$ cat src/rtl/monitor_event_arbiter.sv
// Round-robin arbiter that serialises gateway join/leave events into single
// change/on_off pulses for the shared device monitor, refusing counter wraps.
module monitor_event_arbiter #(
  parameter int N_PORTS = 4,
  parameter int CNT_W   = 8
) (
  input  logic               clk,
  input  logic               rst,
  input  logic [N_PORTS-1:0] req,
  input  logic [N_PORTS-1:0] dir,
  input  logic               freeze,
  output logic [N_PORTS-1:0] ack,
  output logic               nack,
  output logic               change,
  output logic               on_off,
  output logic [CNT_W-1:0]   shadow_count,
  output logic               busy
);

  localparam int PTR_W = (N_PORTS > 1) ? $clog2(N_PORTS) : 1;
  localparam logic [CNT_W-1:0] CNT_MAX = {CNT_W{1'b1}};
  localparam logic [CNT_W-1:0] CNT_ONE = {{(CNT_W-1){1'b0}}, 1'b1};

  logic [N_PORTS-1:0] ack_q, ack_d;
  logic               nack_q, nack_d;
  logic               change_q, change_d;
  logic               on_off_q, on_off_d;
  logic [CNT_W-1:0]   cnt_q, cnt_d;
  logic               busy_q, busy_d;
  logic [PTR_W-1:0]   ptr_q, ptr_d;

  logic [N_PORTS-1:0] elig_s;
  logic               grant_vld_s;
  logic [PTR_W-1:0]   grant_idx_s;
  logic [PTR_W:0]     sum_s;
  logic [PTR_W:0]     wrap_s;
  logic [PTR_W-1:0]   idx_s;
  logic               hit_s;
  logic               reject_s;

  function automatic logic [PTR_W-1:0] next_ptr(input logic [PTR_W-1:0] g);
    return (g == PTR_W'(N_PORTS - 1)) ? {PTR_W{1'b0}} : g + PTR_W'(1);
  endfunction

  // The port acked this cycle is masked so a held req is not granted twice.
  assign elig_s = req & ~ack_q;

  // Round-robin search from the pointer upward with wrap-around.
  always_comb begin
    grant_vld_s = 1'b0;
    grant_idx_s = {PTR_W{1'b0}};
    sum_s       = {(PTR_W+1){1'b0}};
    wrap_s      = {(PTR_W+1){1'b0}};
    idx_s       = {PTR_W{1'b0}};
    hit_s       = 1'b0;
    for (int i = 0; i < N_PORTS; i++) begin
      sum_s       = {1'b0, ptr_q} + (PTR_W+1)'(i);
      wrap_s      = (sum_s >= (PTR_W+1)'(N_PORTS)) ? sum_s - (PTR_W+1)'(N_PORTS) : sum_s;
      idx_s       = wrap_s[PTR_W-1:0];
      hit_s       = elig_s[idx_s] & ~grant_vld_s & ~freeze;
      grant_idx_s = hit_s ? idx_s : grant_idx_s;
      grant_vld_s = grant_vld_s | hit_s;
    end
  end

  // Grant evaluation: saturation check, pulse generation and shadow update.
  always_comb begin
    ack_d    = {N_PORTS{1'b0}};
    nack_d   = 1'b0;
    change_d = 1'b0;
    on_off_d = on_off_q;
    cnt_d    = cnt_q;
    ptr_d    = ptr_q;
    reject_s = 1'b0;
    busy_d   = |elig_s;
    if (grant_vld_s) begin
      ack_d[grant_idx_s] = 1'b1;
      ptr_d    = next_ptr(grant_idx_s);
      reject_s = dir[grant_idx_s] ? (cnt_q == CNT_MAX) : (cnt_q == {CNT_W{1'b0}});
      if (reject_s) begin
        nack_d = 1'b1;
      end else begin
        change_d = 1'b1;
        on_off_d = dir[grant_idx_s];
        cnt_d    = dir[grant_idx_s] ? cnt_q + CNT_ONE : cnt_q - CNT_ONE;
      end
    end else begin
      ptr_d = ptr_q;
    end
  end

  // State registers with synchronous active-low reset.
  always_ff @(posedge clk) begin
    if (!rst) begin
      ack_q    <= {N_PORTS{1'b0}};
      nack_q   <= 1'b0;
      change_q <= 1'b0;
      on_off_q <= 1'b0;
      cnt_q    <= {CNT_W{1'b0}};
      busy_q   <= 1'b0;
      ptr_q    <= {PTR_W{1'b0}};
    end else begin
      ack_q    <= ack_d;
      nack_q   <= nack_d;
      change_q <= change_d;
      on_off_q <= on_off_d;
      cnt_q    <= cnt_d;
      busy_q   <= busy_d;
      ptr_q    <= ptr_d;
    end
  end

  assign ack          = ack_q;
  assign nack         = nack_q;
  assign change       = change_q;
  assign on_off       = on_off_q;
  assign shadow_count = cnt_q;
  assign busy         = busy_q;

endmodule

$ cat config.mk
export PLATFORM = sky130hd
export DESIGN_NAME = monitor_event_arbiter
export DESIGN_NICKNAME = d
export VERILOG_FILES = /design/src/rtl/monitor_event_arbiter.sv
export SDC_FILE = /design/constraint.sdc
export NUM_CORES = 1
export LEC_CHECK = 0
export ABC_AREA = 1
export BUFFER_PORTS_ARGS = -buffer_cell sky130_fd_sc_hd__buf_2
export CAP_MARGIN = 20
export CORE_UTILIZATION = 55
export CTS_BUF_LIST = sky130_fd_sc_hd__clkbuf_4 sky130_fd_sc_hd__clkbuf_8 sky130_fd_sc_hd__clkbuf_16
export DETAILED_ROUTE_END_ITERATION = 10
export PLACE_DENSITY = 0.78
export SLEW_MARGIN = 15
export SYNTH_ARGS = -nofsm -noshare
export SYNTH_HDL_FRONTEND = slang
export SYNTH_SLANG_ARGS = --single-unit
$ cat constraint.sdc
create_clock -name clk -period 4.65 [get_ports clk]
set_input_delay 0.465 -clock clk [delete_from_list [all_inputs] [get_ports clk]]
set_output_delay 0.465 -clock clk [all_outputs]
set_load 0.005 [all_outputs]
## Word-level counts from Yosys, hierarchy flattened

Cells that the tools add are included.

- Bitwise operators: 17
- $add $sub $neg: 10
- Equal/unequal tests: 2
- Mux-type cells: 25
- $lt $le $gt $ge: 10
- Reduce and logical (&&, ||, !) cells: 5

Operators by type and width:

| kind | number |
|---|---|
| two-way mux 2 bit | 9 |
| less-than comparator 2 x 3 -> 1 bit (second input constant) | 5 |
| binary-select mux 1 bit (select 2 bit) | 5 |
| greater-or-equal comparator 3 bit (second input constant) | 3 |
| two-way mux 1 bit | 9 |
| adder 8 x 1 -> 8 bit (second input constant) | 1 |
| == test 8 bit (second input constant) | 1 |
| zero test 8 bit | 1 |
| two-way mux 8 bit | 1 |
| subtractor 2 x 1 -> 2 bit (second input constant) | 4 |
| subtractor 8 x 1 -> 8 bit (second input constant) | 1 |
| bitwise AND 1 bit | 7 |
| adder 2 x 2 -> 3 bit (second input constant) | 2 |
| inverter 1 bit | 5 |
| bitwise AND 4 bit | 1 |
| inverter 4 bit | 1 |
| AND reduction 2 bit | 2 |
| OR reduction 4 bit | 1 |
| adder 2 x 1 -> 3 bit (second input constant) | 1 |
| greater-or-equal comparator 2 x 3 -> 1 bit (second input constant) | 1 |
| OR 1 bit | 3 |
| adder 2 x 1 -> 2 bit (second input constant) | 1 |
| demux 1 bit (select 2 bit) | 1 |
| == test 2 bit (second input constant) | 1 |
| 2 further kinds | 2 |

- Word-level logic and storage cells: 76
- Register bits: 18
- Input bits: 11
- Output and inout bits: 16

## Depth between registers and ports, before layout

Gate-level depths: netlist (run 1).

- Word-level depth: 22
- Gate-level depth with buffers: 27
- Depth with buffers taken out: 26

## Worst setup path before layout (run 1)

OpenSTA, ideal clock, no wires.

- Kind: input port to flip-flop
- Start point: in freeze
- End point: reg cnt_q[6] (netlist: shadow_count[6])
- Setup time: 0.109 ns
- Slack: 2.214 ns
- Arrival time: 2.327 ns
- Required time: 4.541 ns
- Path buffers: 0
- Cell stages on the path: 23
- Cells stage by stage: inv_1 nand2_1 nor2_4 nand3_1 nand2_2 nand2_4 nand2_4 nand2_1 nand3_2 nand3_1 nand2_1 inv_1 ha_1 inv_1 nand2_1 nand2_2 inv_2 nand3_1 nand2_1 nand3_1 nand3_1 nand2_1 inv_1

- Longest elaborated chain between the ends: 19
- Elaborated cells between the ends (all ways): 24
- Classes of those cells: mux (8); bitwise (15); reduce/logical (1)

Ends and longest elaborated chain:

| item | RTL line | RTL |
|---|---|---|
| from (decl) | 11 | `input logic freeze,` |
| inverter 1 bit * | 60 | `hit_s = elig_s[idx_s] & ~grant_vld_s & ~freeze;` |
| bitwise AND 1 bit | 60 |  |
| inverter 1 bit | 60 |  |
| bitwise AND 1 bit (2 in series) | 60 |  |
| OR 1 bit | 62 | `grant_vld_s = grant_vld_s \| hit_s;` |
| inverter 1 bit | 60 |  |
| bitwise AND 1 bit (2 in series) | 60 |  |
| OR 1 bit | 62 |  |
| inverter 1 bit | 60 |  |
| bitwise AND 1 bit (2 in series) | 60 |  |
| two-way mux 2 bit | 61 | `grant_idx_s = hit_s ? idx_s : grant_idx_s;` |
| binary-select mux 1 bit (select 2 bit) | 79, 85 |  |
| two-way mux 1 bit (not written as such) | 79, 85 |  |
| two-way mux 1 bit | 79 | `reject_s = dir[grant_idx_s] ? (cnt_q == CNT_MAX) : (cnt_q == {CNT_W{1'b0}});` |
| inverter 1 bit (no line) | n/a |  |
| AND reduction 2 bit (no line) | n/a |  |
| to (signal assigned) | 99 | `cnt_q <= {CNT_W{1'b0}};` |
| to (signal assigned) | 107 | `cnt_q <= cnt_d;` |
| to (decl) | 28 | `logic [CNT_W-1:0] cnt_q, cnt_d;` |

Every way passes the cells marked *; elsewhere a longest branch is shown, timed or not. The select of a mux whose other input is x is not followed.
A chain may end at the register's enable or synchronous reset.

## Final worst setup path (run 1)

- Start point: reg ptr_q[0]
- End point: reg cnt_q[2] (netlist: shadow_count[2])

- Longest elaborated chain between the ends: 22
- Elaborated cells between the ends (all ways): 46
- Classes of those cells: add/sub (7); order compare (4); mux (20); bitwise (14); reduce/logical (1)

Ends and longest elaborated chain:

| item | RTL line | RTL |
|---|---|---|
| from (decl) | 30 | `logic [PTR_W-1:0] ptr_q, ptr_d;` |
| from (signal assigned) | 101 | `ptr_q <= {PTR_W{1'b0}};` |
| from (signal assigned) | 109 | `ptr_q <= ptr_d;` |
| parallel branches: the longest is 22 deep, another holds adder 2 x 1 -> 3 bit | n/a |  |

Several ways; the timed one is not identified. The select of a mux whose other input is x is not followed.

==> results of run 1 <==
[sequential cells by signal (all words and copies together), names as in the netlist]
name / count
nack: 1
ack: 4
ptr_q: 2
change: 1
on_off: 1
busy: 1
shadow_count: 8
[kinds of logic (layout without fill, tap and decap cells)]
family                   after synthesis  in the layout  synth area share
AND/OR/NAND/NOR                      143            143            0.4942
buffers and inverters                 48             74            0.1362
AO/OA/AOI/OAI                         25             25            0.1012
flip-flops                            18             18            0.2241
adder cells (fa/ha/maj)                5              5           0.03891
XOR/XNOR                               1              1          0.005448
[synth_stat cells (all sizes together)]
master,number,share of area
nor4,1,0.0039
nand4,6,0.023
dfxtp,18,0.22
a221oi,1,0.0054
a41oi,1,0.0054
o211ai,1,0.0047
o41ai,2,0.011
a21oi,10,0.036
inv,43,0.11
o22ai,1,0.0039
buf,3,0.026
nor2,19,0.057
nand2,70,0.21
clkinv,2,0.0047
or2,1,0.0039
xor2,1,0.0054
nor3,1,0.0031
o21ai,9,0.035
nand3,45,0.19
ha,5,0.039
[metal layers]
layer  up-vias  wire length (um)  part of all wire
met3         6               138             0.039
met1       691              1575              0.44
li1        832                 -                 -
met5         -                 0                 0
met2        40              1793              0.50
met4         0                69             0.019
[worst max-delay path: cells and delay by family (launching register included)]
| kind | cells | cell delay, ns |
|---|---|---|
| AND/OR/NAND/NOR | 14 | 1.59 |
| flip-flops | 1 | 0.58 |
| AO/OA/AOI/OAI | 2 | 0.39 |
| adder cells (fa/ha/maj) | 1 | 0.17 |
| buffers and inverters | 4 | 0.20 |
[metrics by stage]
step	instance area, um2	worst slack (ns)
CTS	1757	1.704
global route	1757	1.350
finish	1757	1.652
floorplan	1608	2.215
global placement	1734	1.814
detailed placement	1734	1.729
[path summary, 6_finish.rpt]
path / start / end / slack, ns / cells past startpoint
max: ptr_q[0]$_SDFFE_PN0P_ / shadow_count[2]$_SDFFE_PN0P_ / 1.65 / 21
min: rst / shadow_count[0]$_SDFFE_PN0P_ / 0.45 / 3
max reg2reg: ptr_q[0]$_SDFFE_PN0P_ / shadow_count[2]$_SDFFE_PN0P_ / 1.65 / 21
min reg2reg: on_off$_SDFFE_PN0P_ / on_off$_SDFFE_PN0P_ / 0.47 / 2
[layout make-up]
| cell class | instances | area, um2 | share of cell area |
|---|---|---|---|
| timing repair buffer | 26 | 130.1 | 0.07407 |
| clock buffer | 3 | 22.52 | 0.01282 |
| sequential | 18 | 360.3 | 0.2051 |
| tap | 31 | 38.79 | 0.02208 |
| multi-input combinational | 174 | 1028 | 0.5855 |
| inverter | 45 | 176.4 | 0.1004 |
==> reports/results.tsv, run 1 <==
metric	value	unit
min cycle time layout	2.998	ns
DR pass1 iterations	5	
RSZ-0062 raised after global routing	no	
CTS H-Tree Depth	1	
drt total wl	3576	um
crit path max fanout	8	
startpoint types	register	
Post-CTS Setup Inserts	0	
Post-Layout Cell Count	297	
core box area	2758	um2
post-route setup TNS	0	ns
Hold Path Class	in -> reg	
CP endpoint kind	register	
Die Height	56.07	um
placed cells	294	
Ys Warns	0	
Final Max Slew Viols	0	
PostCTS Resize Cnt	0	
Root Driver	clkbuf_4	
Die Footprint	3143	um2
first-pass GRT wire length	5913	um
Cells after Synth	240	
Synth Area per Inst	6.699	um2
grt met2 use	0.4031	
sequence of cells on the critical path	nand3_1 > nand3_1 > nand3_2 > nand3_1 > nand2_2 > nand2_4 > nand2_4 > nand2_1 > nand3_2 > nand2_4 > nand2_1 > nand2_1 > inv_1 > ha_1 > inv_1 > nand2_1 > nand2_2 > inv_2 > o21ai_0 > o211ai_1 > inv_1	
Cell variety after synth	32	
number of global-route vias before repair	1394	
antenna violations before repair	0	
grt ovf	0	
largest net degree at the start of global routing	13	
M1 GR Usage	0.2837	
Num CTS Buffers	3	
Crit-path slowest cell	dfxtp_1	
Die Wd	56.07	um
row cnt	19	
max-cap violation count	0	
Max-slew headroom	0.6229	
Fin Hold WS	0.4514	ns
Sink Count	18	
Setup Viol. Count Final	0	
vias per inst	5.283	
DRT iter0 DRCs	81	
busiest grt layer	met2	
post-layout util	0.6370	
most common cell after layout, fill and taps aside	nand2_1	
filler cell count	257	
FF+latch count, synth	18	
routed wire length per instance	12.04	um
worst setup path class	reg -> reg	
# nets final	284	
IO Count	27	
Seq/Total Area, Yosys	0.2241	
Setup Skew	0.006479	ns
Hold-fix buffers, CTS	0	
CP Data Arrival Time	3.24	ns
Syn Std Cell Area	1608	um2
CTS tree	yes	
outcome	finished, final reports clean	
Final Cycle Share	0.6447	
overall routing resource usage	0.2404	
final hold viol count	0	
CTS Buffer Depth	2	
port buffer count	26	
most frequent cells in the layout	nand2_1, inv_1, nand3_1, buf_2, dfxtp_1	
layout cell share with drive strength beyond 1	0.2820	
GPL Wtd Cong	0.8817	
Clock Latency Late Sink	0.30	ns
Least-Margin Pin Slew	0.5584	ns
antenna viol nets, final	0	
initial core utilization	0.5830	
HPWL Detailed	2818	um
vias	1569	
most used cell, CP	nand2_1	
Fmax	333.6	MHz
critical path's largest stage delay	0.58	ns
DRC	0	
Net Count, Synth	256	
Syn-to-layout area delta	9.260	%
CTS clk-pin slew, worst paths	0.10	ns
ant diodes	0	
Critical Path RT	4.90	ns
met3 Usage GRT	0.04884	
Power of run 1 is left out: the tool's default activity adds up to more than one toggle a clock period on the data nets, which glitch-free logic cannot reach.
==> run 2, diff against run 1 <==
CORE_UTILIZATION = 51   (was 55)
PLACE_DENSITY = 0.76   (was 0.78)
clock period = 2.6 ns   (was 4.65 ns; I/O delays follow)
==> reports/results.tsv, run 2 (synthesized netlist as in run 1, its figures left out) <==
metric	value	unit	change
GPL Wtd Cong	0.9010		was 0.8817
FF-to-FF Start	ack[3]$_SDFF_PN0_		was ptr_q[0]$_SDFFE_PN0P_
outcome	finished, final reports clean		unchanged
core box area	3028	um2	was 2758 um2
Root Driver	clkbuf_4		unchanged
max reg flops	8		unchanged
sequence of cells on the critical path	inv_1 > nand3_2 > nand3_1 > inv_1 > nor2_4 > nand3_4 > nand2_4 > nand2_4 > nand2_4 > nand2_4 > nand3_4 > nand2_4 > buf_6 > nand2_1 > nand2_2 > o21ai_4 > nand2_1 > nand3_1 > nand2_1 > nor2_1 > nor2_1		was nand3_1 > nand3_1 > nand3_2 > nand3_1 > nand2_2 > nand2_4 > nand2_4 > nand2_1 > nand3_2 > nand2_4 > nand2_1 > nand2_1 > inv_1 > ha_1 > inv_1 > nand2_1 > nand2_2 > inv_2 > o21ai_0 > o211ai_1 > inv_1
grt ovf	0		unchanged
Die Footprint	3381	um2	was 3143 um2
Syn-to-layout area delta	37.35	%	was 9.260%
HPWL Detailed	2805	um	was 2818 um
Fmax	387.7	MHz	was 333.6 MHz
vias per inst	5.296		was 5.283
hold wc startpoint	rst		unchanged
CTS tree	yes		unchanged
ant diodes	0		unchanged
layout cell share with drive strength beyond 1	0.4542		was 0.2820
most common cell after layout, fill and taps aside	nand2_1		unchanged
CTS Buffer Depth	2		unchanged
Die Height	58.15	um	was 56.07 um
DRC	0		unchanged
Fin Hold WS	0.2260	ns	was 0.4514 ns
crit path max fanout	7		was 8
max-cap violation count	0		unchanged
vias	1737		was 1569
Final Max Slew Viols	0		unchanged
Num CTS Buffers	3		unchanged
min cycle time layout	2.579	ns	was 2.998 ns
Hold Path Class	in -> reg		unchanged
CP endpoint kind	register		unchanged
Max-slew headroom	0.4717		was 0.6229
CTS H-Tree Depth	1		unchanged
largest net degree at the start of global routing	12		was 13
critical path's largest stage delay	0.33	ns	was 0.58 ns
final hold viol count	0		unchanged
overall routing resource usage	0.2288		was 0.2404
CP Data Arrival Time	2.80	ns	was 3.24 ns
Clock Latency Late Sink	0.31	ns	was 0.30 ns
Setup Skew	0.01107	ns	was 0.006479 ns
Critical Path RT	2.82	ns	was 4.90 ns
first-pass GRT wire length	6058	um	was 5913 um
Sink Count	18		unchanged
Hold-fix buffers, CTS	0		unchanged
CTS clk-pin slew, worst paths	0.11	ns	was 0.10 ns
Critical path origin	ack[3]$_SDFF_PN0_		was ptr_q[0]$_SDFFE_PN0P_
port buffer count	26		unchanged
worst setup path class	reg -> reg		unchanged
# nets final	302		was 284
Crit-path slowest cell	dfxtp_1		unchanged
most frequent cells in the layout	nand2_1, inv_1, buf_2, nand3_1, nand2_2		was nand2_1, inv_1, nand3_1, buf_2, dfxtp_1
Die Wd	58.15	um	was 56.07 um
antenna viol nets, final	0		unchanged
number of global-route vias before repair	1429		was 1394
row cnt	20		was 19
placed cells	318		was 294
RSZ-0062 raised after global routing	yes		was no
DR pass1 iterations	4		was 5
startpoint types	register		unchanged
initial core utilization	0.5310		was 0.5830
most used cell, CP	nand2_4		was nand2_1
Final Cycle Share	0.9921		was 0.6447
IO Count	27		unchanged
routed wire length per instance	13.31	um	was 12.04 um
DRT iter0 DRCs	99		was 81
Post-Layout Cell Count	328		was 297
Setup Viol. Count Final	0		unchanged
drt total wl	4367	um	was 3576 um
antenna violations before repair	0		unchanged
Least-Margin Pin Slew	0.7822	ns	was 0.5584 ns
==> run 2: changes by cell type in the layout (fill, tap and decap cells not counted), sizes merged <==
cell / delta
nand2: +1
buf: +17
==> run 2: cell type report <==
class	instances	area, um2
clock buffer	3	22.52
fill	250	819.5
inverter	45	186.4
multi-input combinational	175	1315
sequential	18	367.9
tap	44	55.05
timing repair buffer	43	261.5
==> run 2: path summary, 6_finish.rpt <==
kind / endpoint / slack (ns) / cells after the start
min: shadow_count[1]$_SDFFE_PN0P_ / 0.23 / 3
max: shadow_count[7]$_SDFFE_PN0P_ / 0.02 / 21
min reg2reg: on_off$_SDFFE_PN0P_ / 0.48 / 2
max reg2reg: shadow_count[7]$_SDFFE_PN0P_ / 0.02 / 21
==> run 2: stage by stage <==
| stage | TNS, ns | setup slack, ns | util | instance area, um2 |
|---|---|---|---|---|
| 6_report | 0 | 0.02066 | 0.7293 | 2208 |
| 5_1_grt | -0.6941 | -0.1290 | 0.7293 | 2208 |
| 4_1_cts | 0 | 0.0007450 | 0.6169 | 1868 |
| 3_5_place_dp | 0 | 0.01201 | 0.6095 | 1846 |
| 3_3_place_gp | 0 | 0.03657 | 0.6095 | 1846 |
| 2_1_floorplan | 0 | 0.1920 | - | 1608 |
==> run 2: routing by layer <==
layer	share of wire	track usage
met1	0.38	0.2622
met2	0.56	0.4269
met3	0.040	0.04464
met4	0.022	0.06463
met5	0	0
==> run 2: timing repair <==
item	CTS	global route
resized for setup	0	69
setup buffers	0	7
endpoints found under the setup margin	0	9
==> run 2: worst max-delay path: cells and delay by family (launching register included) <==
| kind | cells | cell delay, ns |
|---|---|---|
| DFF | 1 | 0.33 |
| and+or+nand+nor | 17 | 1.61 |
| buffers and inverters | 3 | 0.38 |
| AOI/OAI and AO/OA | 1 | 0.18 |
Power of run 2 is left out for the same reason.
==> run 3, diff against run 2 <==
clock period = 2.1 ns   (was 2.6 ns; I/O delays follow)
==> reports/results.tsv, run 3 (synthesized netlist as in run 1, its figures left out) <==
metric	value	unit	change
ant diodes	0		unchanged
Clock Latency Late Sink	0.31	ns	about the same
Syn-to-layout area delta	63.66	%	was 37.35%
layout cell share with drive strength beyond 1	0.5701		was 0.4542
Crit-path slowest cell	dfxtp_4		was dfxtp_1
Multi-input gate area	1466	um2	was 1315 um2
IO Count	27		unchanged
DRC	0		unchanged
DR pass1 iterations	4		unchanged
grt met2 use	0.4795		was 0.4269
routed wire length per instance	15.95	um	was 13.31 um
Hold Path Class	in -> reg		unchanged
Hold-fix buffers, CTS	0		unchanged
CP Data Arrival Time	2.93	ns	was 2.80 ns
failing checks	setup timing		
M1 GR Usage	0.3205		was 0.2622
Max-slew headroom	0.3990		was 0.4717
post-route setup TNS	-5.183	ns	was 0 ns
placed cells	331		was 318
HPWL Detailed	3066	um	was 2805 um
CTS Buffer Depth	2		unchanged
CTS tree	yes		unchanged
Setup Skew	0.006431	ns	was 0.01107 ns
Setup Viol. Count Final	12		was 0
met3 Usage GRT	0.03125		was 0.04464
filler cell count	157		was 250
Critical Path RT	2.31	ns	was 2.82 ns
vias	1970		was 1737
grt ovf	0		unchanged
number of global-route vias before repair	1562		was 1429
core box area	3028	um2	unchanged
first-pass GRT wire length	6989	um	was 6058 um
max reg flops	8		unchanged
row cnt	20		unchanged
# nets final	331		was 302
CP endpoint kind	register		unchanged
antenna violations before repair	0		unchanged
CTS H-Tree Depth	1		unchanged
drt total wl	5710	um	was 4367 um
busiest grt layer	met2		unchanged
CTS clk-pin slew, worst paths	0.11	ns	about the same
vias per inst	5.503		was 5.296
Fmax	368.8	MHz	was 387.7 MHz
Least-Margin Pin Slew	0.8898	ns	was 0.7822 ns
Root Driver	clkbuf_4		unchanged
RSZ-0062 raised after global routing	yes		unchanged
PnR worst setup slack	-0.6119	ns	was 0.02066 ns
startpoint types	register		unchanged
most frequent cells in the layout	buf_4, nand2_1, inv_1, buf_2, nand2_4		was nand2_1, inv_1, buf_2, nand3_1, nand2_2
most common cell after layout, fill and taps aside	buf_4		was nand2_1
worst setup path class	reg -> reg		unchanged
Sink Count	18		unchanged
most used cell, CP	nand3_4		was nand2_4
Die Wd	58.15	um	unchanged
Num CTS Buffers	3		unchanged
Sequential Area	369.1	um2	was 367.9 um2
antenna viol nets, final	0		unchanged
port buffer count	26		unchanged
DRT iter0 DRCs	117		was 99
crit path max fanout	8		was 7
max-cap violation count	0		unchanged
critical path's largest stage delay	0.48	ns	was 0.33 ns
sequence of cells on the critical path	inv_8 > nand3_4 > nand3_2 > nand3_4 > inv_4 > nand2_1 > nand2_1 > inv_1 > nand3_1 > nand2_2 > nand3_4 > nand3_4 > buf_4 > nand3_1 > o21ai_4 > nand2_1 > nand3_2 > nand2_2 > nor2_2 > nor2_2		was inv_1 > nand3_2 > nand3_1 > inv_1 > nor2_4 > nand3_4 > nand2_4 > nand2_4 > nand2_4 > nand2_4 > nand3_4 > nand2_4 > buf_6 > nand2_1 > nand2_2 > o21ai_4 > nand2_1 > nand3_1 > nand2_1 > nor2_1 > nor2_1
post-layout util	0.8690		was 0.7293
Final Cycle Share	1.291		was 0.9921
overall routing resource usage	0.2640		was 0.2288
outcome	finished with violations		was finished, final reports clean
Post-Layout Cell Count	358		was 328
Die Height	58.15	um	unchanged
final hold viol count	0		unchanged
GPL Wtd Cong	0.9147		was 0.9010
largest net degree at the start of global routing	12		unchanged
initial core utilization	0.5310		unchanged
Final Max Slew Viols	0		unchanged
Die Footprint	3381	um2	unchanged
min cycle time layout	2.712	ns	was 2.579 ns
run 3: path summary, 6_finish.rpt:
path | startpoint | slack, ns | end | depth (start not counted)
worst max register to register | ptr_q[0]$_SDFFE_PN0P_ | -0.61 | shadow_count[7]$_SDFFE_PN0P_ | 20
worst min-delay path | rst | 0.18 | shadow_count[0]$_SDFFE_PN0P_ | 3
worst max-delay path | ptr_q[0]$_SDFFE_PN0P_ | -0.61 | shadow_count[7]$_SDFFE_PN0P_ | 20
worst min register to register | on_off$_SDFFE_PN0P_ | 0.47 | on_off$_SDFFE_PN0P_ | 2
run 3: critical path: cells and delay by family (launching register included):
kind / cells / cell delay [ns]
simple gates: 15 / 1.57
flops: 1 / 0.48
buf+inv: 4 / 0.35
compound gates: 1 / 0.21
run 3: what timing repair did:
| item | CTS | global route |
|---|---|---|
| cloned | 0 | 2 |
| resized for setup | 21 | 69 |
| endpoints found under the setup margin | 10 | 12 |
| pin swaps | 14 | 35 |
| buffers inserted | 4 | 18 |
run 3: final cells by class:
cell class	instances	share of cell area
Multi-Input combinational cell	175	0.5573
Timing Repair Buffer	72	0.1969
Sequential cell	18	0.1403
Inverter	45	0.07085
Tap cell	44	0.02092
Clock buffer	4	0.01379
run 3: metrics by stage:
stage | hold WS, ns | setup WS, ns | area (um2)
after global routing | 0.1894 | -0.7372 | 2631
after CTS | 0.1818 | -0.3987 | 2182
after floorplan | 0.3409 | -0.2968 | 1720
after global placement | 0.4477 | -0.4717 | 2056
final | 0.1794 | -0.6119 | 2631
after detailed placement | 0.4601 | -0.5103 | 2056
run 3: routing by layer:
metal	up-vias	share of wire
met5	-	0
met4	0	0.062
met3	38	0.051
met2	96	0.51
met1	905	0.37
li1	931	-
Power of run 3 is left out for the same reason.
